`config.mk`:
```
export PLATFORM = sky130hd
export DESIGN_NAME = ram_cmd_bridge
export DESIGN_NICKNAME = d
export VERILOG_FILES = /design/src/rtl/ram_cmd_bridge.sv
export SDC_FILE = /design/constraint.sdc
export NUM_CORES = 1
export LEC_CHECK = 0
export ABC_AREA = 0
export CAP_MARGIN = 5
export CORE_MARGIN = 2
export CORE_UTILIZATION = 55
export CTS_CLUSTER_SIZE = 24
export DETAILED_ROUTE_END_ITERATION = 8
export PLACE_DENSITY = 0.88
export SLEW_MARGIN = 5
export SYNTH_ARGS = -nofsm -noshare
export SYNTH_HDL_FRONTEND = slang
export SYNTH_SLANG_ARGS = --single-unit
```
`constraint.sdc`:
```
create_clock -name clk -period 3.6 [get_ports clk]
set_clock_uncertainty 0.1 [all_clocks]
set_input_delay 1.08 -clock clk [delete_from_list [all_inputs] [get_ports clk]]
set_output_delay 1.08 -clock clk [all_outputs]
set_load 0.005 [all_outputs]
```
`src/rtl/ram_cmd_bridge.sv`:
```
// ram_cmd_bridge: byte-stream command front end for a 256x8 single-clock RAM.
// Decodes 'W' addr data (write), 'R' addr (single read) and 'B' addr len
// (burst read, len 0 = 256) from the RX stream. Drives the RAM ports and
// returns read data (or ERR_BYTE for an unknown opcode) on the TX stream.
// Absorbs the RAM's one-cycle registered read latency.
//
// Ports:
//   clk, rst                      clock, synchronous active-high reset
//   rx_valid/rx_data/rx_ready     command byte stream in
//   tx_valid/tx_data/tx_ready     response byte stream out
//   ram_do_read/ram_read_addr     RAM read strobe and address
//   ram_read_data                 RAM read data, valid the cycle after the strobe
//   ram_do_write/ram_write_addr/ram_write_data  RAM write strobe, address, data
//   busy                          high whenever the FSM is not idle
//
// Optional feature: define RAM_CMD_BRIDGE_WRITE_ACK_EN to return 8'h06 on TX
// after each completed write.
module ram_cmd_bridge #(
  parameter logic [7:0] OP_WRITE = 8'h57,
  parameter logic [7:0] OP_READ  = 8'h52,
  parameter logic [7:0] OP_BURST = 8'h42,
  parameter logic [7:0] ERR_BYTE = 8'h3F
) (
  input  logic       clk,
  input  logic       rst,
  input  logic       rx_valid,
  input  logic [7:0] rx_data,
  output logic       rx_ready,
  output logic       tx_valid,
  output logic [7:0] tx_data,
  input  logic       tx_ready,
  output logic       ram_do_read,
  output logic [7:0] ram_read_addr,
  input  logic [7:0] ram_read_data,
  output logic       ram_do_write,
  output logic [7:0] ram_write_addr,
  output logic [7:0] ram_write_data,
  output logic       busy
);

  localparam int unsigned DW = 8;
  localparam int unsigned CW = 9;
`ifdef RAM_CMD_BRIDGE_WRITE_ACK_EN
  localparam logic [DW-1:0] ACK_BYTE = 8'h06;
`endif

  typedef enum logic [2:0] {
    S_IDLE, S_GET_ADDR, S_GET_ARG, S_WRITE,
    S_RD_ISSUE, S_RD_CAPT, S_TX, S_ERR
  } state_t;

  state_t         state_q, state_d;
  logic [DW-1:0]  op_q, op_d;
  logic [DW-1:0]  addr_q, addr_d;
  logic [CW-1:0]  cnt_q, cnt_d;
  logic           rx_ready_d, tx_valid_d, busy_d;
  logic [DW-1:0]  tx_data_d;
  logic           do_read_d, do_write_d;
  logic [DW-1:0]  read_addr_d, write_addr_d, write_data_d;
  logic           rx_fire;
  logic [DW-1:0]  addr_inc;

  assign rx_fire  = rx_valid && rx_ready;
  assign addr_inc = addr_q + DW'(1);

  // State and registered outputs
  always_ff @(posedge clk) begin
    if (rst) begin
      state_q        <= S_IDLE;
      op_q           <= '0;
      addr_q         <= '0;
      cnt_q          <= '0;
      rx_ready       <= 1'b1;
      tx_valid       <= 1'b0;
      tx_data        <= '0;
      ram_do_read    <= 1'b0;
      ram_read_addr  <= '0;
      ram_do_write   <= 1'b0;
      ram_write_addr <= '0;
      ram_write_data <= '0;
      busy           <= 1'b0;
    end else begin
      state_q        <= state_d;
      op_q           <= op_d;
      addr_q         <= addr_d;
      cnt_q          <= cnt_d;
      rx_ready       <= rx_ready_d;
      tx_valid       <= tx_valid_d;
      tx_data        <= tx_data_d;
      ram_do_read    <= do_read_d;
      ram_read_addr  <= read_addr_d;
      ram_do_write   <= do_write_d;
      ram_write_addr <= write_addr_d;
      ram_write_data <= write_data_d;
      busy           <= busy_d;
    end
  end

  // Next state and next values of the registered outputs. Strobes are set on
  // the transition into the state that owns them, so they appear in that state.
  always_comb begin
    state_d      = state_q;
    op_d         = op_q;
    addr_d       = addr_q;
    cnt_d        = cnt_q;
    tx_valid_d   = tx_valid;
    tx_data_d    = tx_data;
    do_read_d    = 1'b0;
    read_addr_d  = ram_read_addr;
    do_write_d   = 1'b0;
    write_addr_d = ram_write_addr;
    write_data_d = ram_write_data;

    case (state_q)
      S_IDLE: begin
        if (rx_fire) begin
          op_d = rx_data;
          if (rx_data == OP_WRITE || rx_data == OP_READ || rx_data == OP_BURST) begin
            state_d = S_GET_ADDR;
          end else begin
            state_d    = S_ERR;
            tx_valid_d = 1'b1;
            tx_data_d  = ERR_BYTE;
          end
        end
      end
      S_GET_ADDR: begin
        if (rx_fire) begin
          addr_d = rx_data;
          if (op_q == OP_READ) begin
            state_d     = S_RD_ISSUE;
            do_read_d   = 1'b1;
            read_addr_d = rx_data;
          end else begin
            state_d = S_GET_ARG;
          end
        end
      end
      S_GET_ARG: begin
        if (rx_fire) begin
          if (op_q == OP_WRITE) begin
            state_d      = S_WRITE;
            do_write_d   = 1'b1;
            write_addr_d = addr_q;
            write_data_d = rx_data;
          end else begin
            // Burst length byte of zero encodes 256
            cnt_d       = (rx_data == '0) ? CW'(256) : CW'(rx_data);
            state_d     = S_RD_ISSUE;
            do_read_d   = 1'b1;
            read_addr_d = addr_q;
          end
        end
      end
      S_WRITE: begin
`ifdef RAM_CMD_BRIDGE_WRITE_ACK_EN
        state_d    = S_TX;
        tx_valid_d = 1'b1;
        tx_data_d  = ACK_BYTE;
`else
        state_d = S_IDLE;
`endif
      end
      S_RD_ISSUE: begin
        state_d = S_RD_CAPT;
      end
      S_RD_CAPT: begin
        state_d    = S_TX;
        tx_valid_d = 1'b1;
        tx_data_d  = ram_read_data;
      end
      S_TX: begin
        if (tx_ready) begin
          tx_valid_d = 1'b0;
          if (op_q == OP_BURST && cnt_q > CW'(1)) begin
            cnt_d       = cnt_q - CW'(1);
            addr_d      = addr_inc;
            state_d     = S_RD_ISSUE;
            do_read_d   = 1'b1;
            read_addr_d = addr_inc;
          end else begin
            state_d = S_IDLE;
          end
        end
      end
      S_ERR: begin
        if (tx_ready) begin
          tx_valid_d = 1'b0;
          state_d    = S_IDLE;
        end
      end
      default: state_d = S_IDLE;
    endcase

    rx_ready_d = (state_d == S_IDLE) || (state_d == S_GET_ADDR) || (state_d == S_GET_ARG);
    busy_d     = (state_d != S_IDLE);
  end

endmodule

```
; ---- Word-level counts from Yosys, hierarchy flattened
; Index checks and enable logic that the tools add are counted.
; W data, S select, Z words.
[classes]
n_eq_ne = 24
addsub = 2
n_reduce_logical = 24
n_lt_le_gt_ge = 1
n_mux = 40
n_bitwise = 2
[op_table]
columns = op, n
row1 = $mux W8, 9
row2 = $eq A8 B7 Y1 const B, 6
row3 = $mux W9, 5
row4 = $pmux W8 S2, 2
row5 = $mux W3, 9
row6 = $pmux W3 S8, 1
row7 = $pmux W8 S3, 1
row8 = $pmux W9 S2, 1
row9 = $ne A2 B2 Y1 const B, 8
row10 = $eq A3 B3 Y1 const B, 4
row11 = $mux W1, 10
row12 = $eq A3 B2 Y1 const B, 3
row13 = $gt A9 B1 Y1 const B, 1
row14 = $reduce_bool A3 Y1, 3
row15 = $sub A9 B1 Y9 const B, 1
row16 = $add A8 B1 Y8 const B, 1
row17 = $logic_not A8 Y1, 1
row18 = $reduce_and A4 Y1, 2
row19 = $reduce_and A7 Y1, 1
row20 = $eq A3 B1 Y1 const B, 2
row21 = $logic_not A3 Y1, 2
row22 = $pmux W1 S3, 2
row23 = $reduce_and A3 Y1, 2
row24 = $reduce_bool A2 Y1, 3
row25 = other kinds (8), 13
[word_totals]
output_inout_bits = 37
elab_cells = 106
register_bits = 65
inputBits = 20

; ---- Logic depth before layout (Yosys ltp)
; Gate-level depths: netlist of run 1.
[logic_depth]
depth_word = 9
ltp_mapped = 8
depth_no_buf = 6

; ---- Worst setup path after synthesis of run 1
; No wires, ideal clock.
[synth_path]
kind = input -> register
from = in rx_valid
to = reg cnt_q[4]
arrival_ns = 2.301
path_slack_ns = 1.111
t_required_ns = 3.412
setup_time_ns = 0.088
n_path_buf = 1
stages = 6
path_cell_list = nand2_1 nor3_1 a21boi_2 buf_4 or2_1 o32ai_2
[synth_between]
elab_chain_len = 3
[synth_rtl]
columns = element, line
row1 = "start, declared", 26  ; input logic rx_valid,
row2 = $logic_and A1 B1 Y1, 63  ; assign rx_fire = rx_valid && rx_ready;
row3 = $ne A2 B2 Y1 (no source line), -
row4 = $reduce_and A5 Y1 (no source line), -
row5 = "end signal, assigned", 86  ; cnt_q <= cnt_d;
row6 = "end, declared", 55  ; logic [CW-1:0] cnt_q, cnt_d;
; No other way between the ends.
; A chain may end at the register's enable or synchronous reset.

; ---- Worst setup path after layout of run 1
[layout_path]
from = in rx_valid
to = reg cnt_q[0]
; Same word-level chain as after synthesis.

==> results of run 1 <==
-- logic make-up (layout without fill, tap and decap cells) --
kind of cell | count (synthesis) | after routing
AND/OR/NAND/NOR | 171 | 171
XOR/XNOR | 6 | 6
adder cells (fa/ha/maj) | 3 | 3
multiplexers | 19 | 19
flip-flops | 65 | 65
buffers and inverters | 46 | 99
AO/OA/AOI/OAI | 116 | 116
-- routing by layer --
layer  up-vias  global-route usage [%]  part of all wire (%)
met2       213                    50.3                    48
met5         -                       0                     0
met4         0                    16.4                   4.0
met3        47                    6.36                   8.8
met1      1664                    35.4                    39
li1       1625                       -                     -
-- layout make-up --
type	instances	area [µm²]	share of cell area, %
clock buffers	10	138	3.22
clock inverters	6	67.6	1.58
inverters	14	52.6	1.23
multi-input cells	315	1940	45.6
flip-flops and latches	65	1300	30.5
well taps	75	93.8	2.20
repair buffers	69	671	15.7
-- critical path, cell delays in order --
cell	delay [ps]
clkdlybuf4s50_1	520
nand2_1	160
nor3_1	460
a21boi_2	250
or4b_1	550
a31oi_1	180
-- cell usage in the layout (no fill, tap or decap), types with 4 or more instances in the layout --
cell	Yosys	layout
nand2_1	77	77
a21oi_1	37	37
clkdlybuf4s50_1	0	56
nor3_1	10	10
dfxtp_1	65	65
nor2b_1	6	6
o221a_2	6	6
a32oi_1	4	4
nand4_1	4	4
o211ai_1	8	8
o21ai_0	17	17
a31oi_1	6	6
buf_4	4	12
nor2_1	31	31
mux2i_1	17	17
clkbuf_8	0	10
inv_1	14	14
nand2b_1	4	4
nand3_1	14	14
xor2_1	4	4
-- power groups by stage --
| stage | Sequential, W | Clock, W | Combinational (W) |
|---|---|---|---|
| after floorplan | 0.000967 | 0 | 0.000793 |
| after global placement | 0.00104 | 0 | 0.00105 |
| final | 0.00104 | 0.000647 | 0.00110 |
| after detailed placement | 0.00105 | 0 | 0.00108 |
| after global routing | 0.00106 | 0.000685 | 0.00120 |
| after CTS | 0.00103 | 0.000646 | 0.00109 |
-- worst max-delay path by stage --
stage             start                    end  slack (ps)  cells past startpoint
6_report       rx_valid  cnt_q[0]$_SDFFE_PP0P_         580                      6
5_1_grt        rx_valid  cnt_q[0]$_SDFFE_PP0P_         390                      6
4_1_cts        rx_valid  cnt_q[0]$_SDFFE_PP0P_         610                      6
3_5_place_dp   rx_valid  cnt_q[0]$_SDFFE_PP0P_         260                      6
3_3_place_gp   rx_valid  cnt_q[0]$_SDFFE_PP0P_         360                      6
2_1_floorplan  rx_valid  cnt_q[4]$_SDFFE_PP0P_        1110                      6
-- through the flow --
step,total power (W),hold WS (ps),setup WS (ps),instance area (µm²),instances
2_1_floorplan,0.00176,353,1110,3450,426
3_3_place_gp,0.00209,345,358,4060,538
3_5_place_dp,0.00212,348,260,4060,538
4_1_cts,0.00277,358,614,4270,554
5_1_grt,0.00295,378,394,4270,554
6_report,0.00278,356,577,4270,554
-- state kept, by name, summed over array words and instances (netlist names) --
signal	count
cnt_q	9
tx_data	8
ram_read_addr	8
tx_valid	1
busy	1
addr_q	8
ram_do_write	1
state_q	3
op_q	8
rx_ready	1
ram_write_addr	8
ram_do_read	1
ram_write_data	8
==> results_dict.tcl, run 1 <==
set metrics [dict create \
    wl_per_cell_um 18.0 \
    crit_path_start_kind "input port" \
    clockBufferDepth 2 \
    grt_usage_pct 29.9 \
    swShare_pct 39.0 \
    hp-class "flop to flop" \
    p_per_area_nw_per_um2 652 \
    setup_viol 0 \
    async_reset_ff_share_pct 0 \
    arrival_ps 3200 \
    synth_fa_ha_area_share_pct 1.09 \
    p_sw_w 0.00109 \
    gp_congestion 0.934 \
    synth_edf_count 0 \
    fin_util_pct 71.2 \
    ys_seq_area_share_pct 37.7 \
    hold_end "ram_write_addr[6]$_SDFFE_PP0P_" \
    worst_skew_pair.late_latency_ps 350 \
    required_ps 3780 \
    drt_iter0_markers 326 \
    io_buffers 56 \
    path_clk_slew_ps 80 \
    cts_tree "yes" \
    maxCapViolations 0 \
    reg2reg_to "cnt_q[0]$_SDFFE_PP0P_" \
    post-route-min-period_ps 3020 \
    end_kind "flop" \
    path_max_fanout 12 \
    overflow 0 \
    hpwl_um 6940 \
    seq_power_share_pct 37.3 \
    synth-xor-area-share_pct 1.52 \
    diodes 0 \
    grt_max_degree 33 \
    synthTopCellsByCount "nand2_1, dfxtp_1, a21oi_1" \
    detail_route.wirelength_um 9970 \
    clkPwrFrac_pct 23.3 \
    htree_levels 3 \
    synthSimpleGateAreaFrac_pct 24.4 \
    rsz0062_at_grt "no" \
    drive_above_1_share_pct 11.1 \
    fp.dieW_um 83.2 \
    netlist_area_um2 3450 \
    drt_first_pass_iters 7 \
    numClockSinks 65 \
    cts_buffers 9 \
    vias_per_cell 6.41 \
    antenna_left 0 \
    die-area_um2 6920 \
    drcViolationCount 0 \
    fin_setup_tns_ps 0 \
    pwr-share-comb_pct 39.5 \
    leakagePower_nw 1.58 \
    initial_core_util_pct 57.6 \
    rows 28 \
    synthMuxAreaShare_pct 5.69 \
    cts-resized-gates 0 \
    synth_top_family_by_area "simple AND/OR/NAND/NOR gates" \
    via_count 3549 \
    area_growth_pct 23.7 \
    grt_pass1_wl_um 16800 \
    internal_power_w 0.00170 \
    layout.nets 497 \
    ys_ff_latch 65 \
    yosysMostFrequentCell "nand2_1" \
    synth-main-ff-cell "dfxtp_1" \
    reg2reg_slack_ps 840 \
    fmax_ghz 0.331 \
    die_height_um 83.2 \
    synth_compound_area_share_pct 23.6 \
    slew_viol_final 0 \
    synth.largest_area_cell "dfxtp_1" \
    fillers 456 \
    grt_pass1_vias 3424 \
    syn-num-nets 449 \
    ys.warnings.count 0 \
    cts-root-buf "clkbuf_8" \
    postCtsSetupRepairBufs 0 \
    r2r_cells 6 \
    worstMarginPinSlew_ps 1000 \
    peakVddDrop_v 0.000383 \
    syn_inst 426 \
    synth_cell_types 69 \
    status "finished clean" \
    synth_top_area_share_pct 37.7 \
    hold_path_startpoint "ram_write_addr[6]$_SDFFE_PP0P_" \
    syn_area_per_cell_um2 8.10 \
    timing.slew.headroom_pct 33.2 \
    fin_crit_sh_pct 84.0 \
    pin_count 57 \
    core_um2 5990 \
    whs_path_depth 2 \
    hold_buffers 0 \
    crit_type "input port to flop" \
    ys_top_cells_by_area "dfxtp_1, nand2_1, a21oi_1" \
    antenna_found_initial 0 \
    reg2reg_from "state_q[2]$_SDFF_PP0_" \
    hold_viol_final 0 \
]
Power figures use the tool's default switching activity.
==> run 2: changes to the inputs <==
--- a/config.mk
+++ b/config.mk
@@ -8,10 +8,10 @@
 export ABC_AREA = 0
 export CAP_MARGIN = 5
 export CORE_MARGIN = 2
-export CORE_UTILIZATION = 55
+export CORE_UTILIZATION = 53
 export CTS_CLUSTER_SIZE = 24
 export DETAILED_ROUTE_END_ITERATION = 8
-export PLACE_DENSITY = 0.88
+export PLACE_DENSITY = 0.85
 export SLEW_MARGIN = 5
 export SYNTH_ARGS = -nofsm -noshare
 export SYNTH_HDL_FRONTEND = slang
==> constraint.sdc (replaced) <==
create_clock -name clk -period 2.9 [get_ports clk]
set_clock_uncertainty 0.1 [all_clocks]
set_input_delay 0.87 -clock clk [delete_from_list [all_inputs] [get_ports clk]]
set_output_delay 0.87 -clock clk [all_outputs]
set_load 0.005 [all_outputs]
==> run 2 against run 1 <==
Final cell count increased by 2.7%. Final area increased by 3.2%. Clock power increased by 48%. Via count decreased by 2.7%. Die area increased by 3.6%. Critical path type unchanged. Largest power group unchanged. Highest routed layer unchanged.
==> results_dict.tcl, run 2 (synthesis gave the netlist of run 1 again) <==
set metrics [dict create \
    fin_crit_sh_pct 84.2 \
    fmax_ghz 0.410 \
    path_cells "clkdlybuf4s50_1 > nand2_1 > buf_4 > a32o_1 > a221o_1 > buf_4 > mux2i_1" \
    overflow 0 \
    whs_path_depth 2 \
    drcViolationCount 0 \
    vias_per_cell 6.07 \
    leakagePower_nw 1.67 \
    fillers 497 \
    grt_pass1_wl_um 16500 \
    r2r_cells 5 \
    layout.nets 510 \
    path_common_cell "buf_4" \
    path_max_fanout 8 \
    p_per_area_nw_per_um2 827 \
    peakVddDrop_v 0.000473 \
    io_buffers 56 \
    drt_iter0_markers 316 \
    reg2reg_slack_ps 530 \
    detail_route.wirelength_um 10000 \
    numClockSinks 65 \
    hold_buffers 0 \
    fp.dieW_um 84.7 \
    largest_register_ffs 9 \
    wl_per_cell_um 17.6 \
    gp_congestion 0.994 \
    htree_levels 3 \
    cts_buffers 9 \
    die_height_um 84.7 \
    drive_above_1_share_pct 13.2 \
    initial_core_util_pct 54.6 \
    regMostFlops "cnt_q" \
    die-area_um2 7170 \
    via_count 3452 \
    reg2reg_from "cnt_q[2]$_SDFFE_PP0P_" \
    postCtsSetupRepairBufs 0 \
    crit_path_start_kind "input port" \
    setup_viol 0 \
    antenna_left 0 \
    hp-class "flop to flop" \
    grt_pass1_vias 3371 \
    antenna_found_initial 0 \
    hold_viol_final 0 \
    arrival_ps 2580 \
    layout.cells.most_common_list "nand2_1, dfxtp_1, clkdlybuf4s50_1" \
    rows 29 \
    reg2reg_to "addr_q[5]$_SDFFE_PP0P_" \
    place_inst 553 \
    end_kind "flop" \
    maxCapViolations 0 \
    required_ps 3040 \
    crit_type "input port to flop" \
    cts_tree "yes" \
    finalNonFillerCells 569 \
    hold_path_startpoint "ram_write_addr[2]$_SDFFE_PP0P_" \
    rsz0062_at_grt "no" \
    path_clk_slew_ps 70 \
    post-route-min-period_ps 2440 \
    clockBufferDepth 2 \
    worst_skew_pair.late_latency_ps 360 \
    status "finished clean" \
    grt_max_degree 49 \
    timing.slew.headroom_pct 60.5 \
    hpwl_um 7060 \
    hold_end "ram_write_addr[2]$_SDFFE_PP0P_" \
    max_stage_delay_ps 520 \
    critPathTopFamily "buffers and inverters" \
    crit_buf_inv 3 \
    pin_count 57 \
    slew_viol_final 0 \
    grt_usage_pct 28.7 \
    drt_first_pass_iters 5 \
    final_common_cell "nand2_1" \
    cts-resized-gates 0 \
    area_growth_pct 27.7 \
    worstMarginPinSlew_ps 588 \
    core_um2 6310 \
    crit_path_top_delay_cell "clkdlybuf4s50_1" \
    fin_util_pct 69.8 \
    cts-root-buf "clkbuf_8" \
    fin_setup_tns_ps 0 \
    diodes 0 \
]
==> run 2: worst reg2reg max path, stage by stage (launching register included) <==
cell	delay [ps]
dfxtp_1	350
nor3_1	520
o211ai_2	410
a31oi_2	520
nor2_1	130
a31o_1	230
==> run 2: power breakdown <==
group / switching (W) / internal (W)
logic: 0.000774 / 0.000658
clock network: 0.000383 / 0.000576
registers: 0.000187 / 0.00107
total: 0.00134 / 0.00230
==> run 2: per-stage QoR <==
step                setup slack (ps)  total power [W]  instance area, µm²  hold slack (ps)
CTS                              457          0.00363                4410              362
floorplan                        621          0.00218                3450              353
finish                           458          0.00365                4410              361
global placement                 138          0.00263                4160              344
global route                     350          0.00383                4410              384
detailed placement              93.7          0.00267                4160              347
==> run 2: worst max-delay path by stage <==
stage / from / end / slack [ps] / cells after the start
floorplan: rx_valid / cnt_q[4]$_SDFFE_PP0P_ / 620 / 6
global placement: rx_valid / ram_read_addr[7]$_SDFFE_PP0P_ / 140 / 7
detailed placement: rx_valid / ram_read_addr[0]$_SDFFE_PP0P_ / 90 / 7
CTS: rx_valid / ram_read_addr[0]$_SDFFE_PP0P_ / 460 / 7
global route: tx_ready / ram_read_addr[3]$_SDFFE_PP0P_ / 350 / 6
finish: rx_valid / ram_read_addr[5]$_SDFFE_PP0P_ / 460 / 7
==> run 2: area by class of cell <==
class | count | area (µm²) | share of cell area [%]
flip-flops and latches | 65 | 1300 | 29.5
repair buffers | 82 | 768 | 17.4
inverters | 14 | 52.6 | 1.19
well taps | 77 | 96.3 | 2.19
multi-input cells | 315 | 1940 | 44.1
clock inverters | 6 | 115 | 2.61
clock buffers | 10 | 128 | 2.90
==> run 2: layer usage <==
metal | global-route usage, % | vias up | share of wire, %
met4 | 12.4 | 0 | 2.8
li1 | - | 1654 | -
met1 | 35.0 | 1615 | 41
met2 | 48.6 | 154 | 50
met3 | 6.29 | 29 | 6.9
met5 | 0 | - | 0
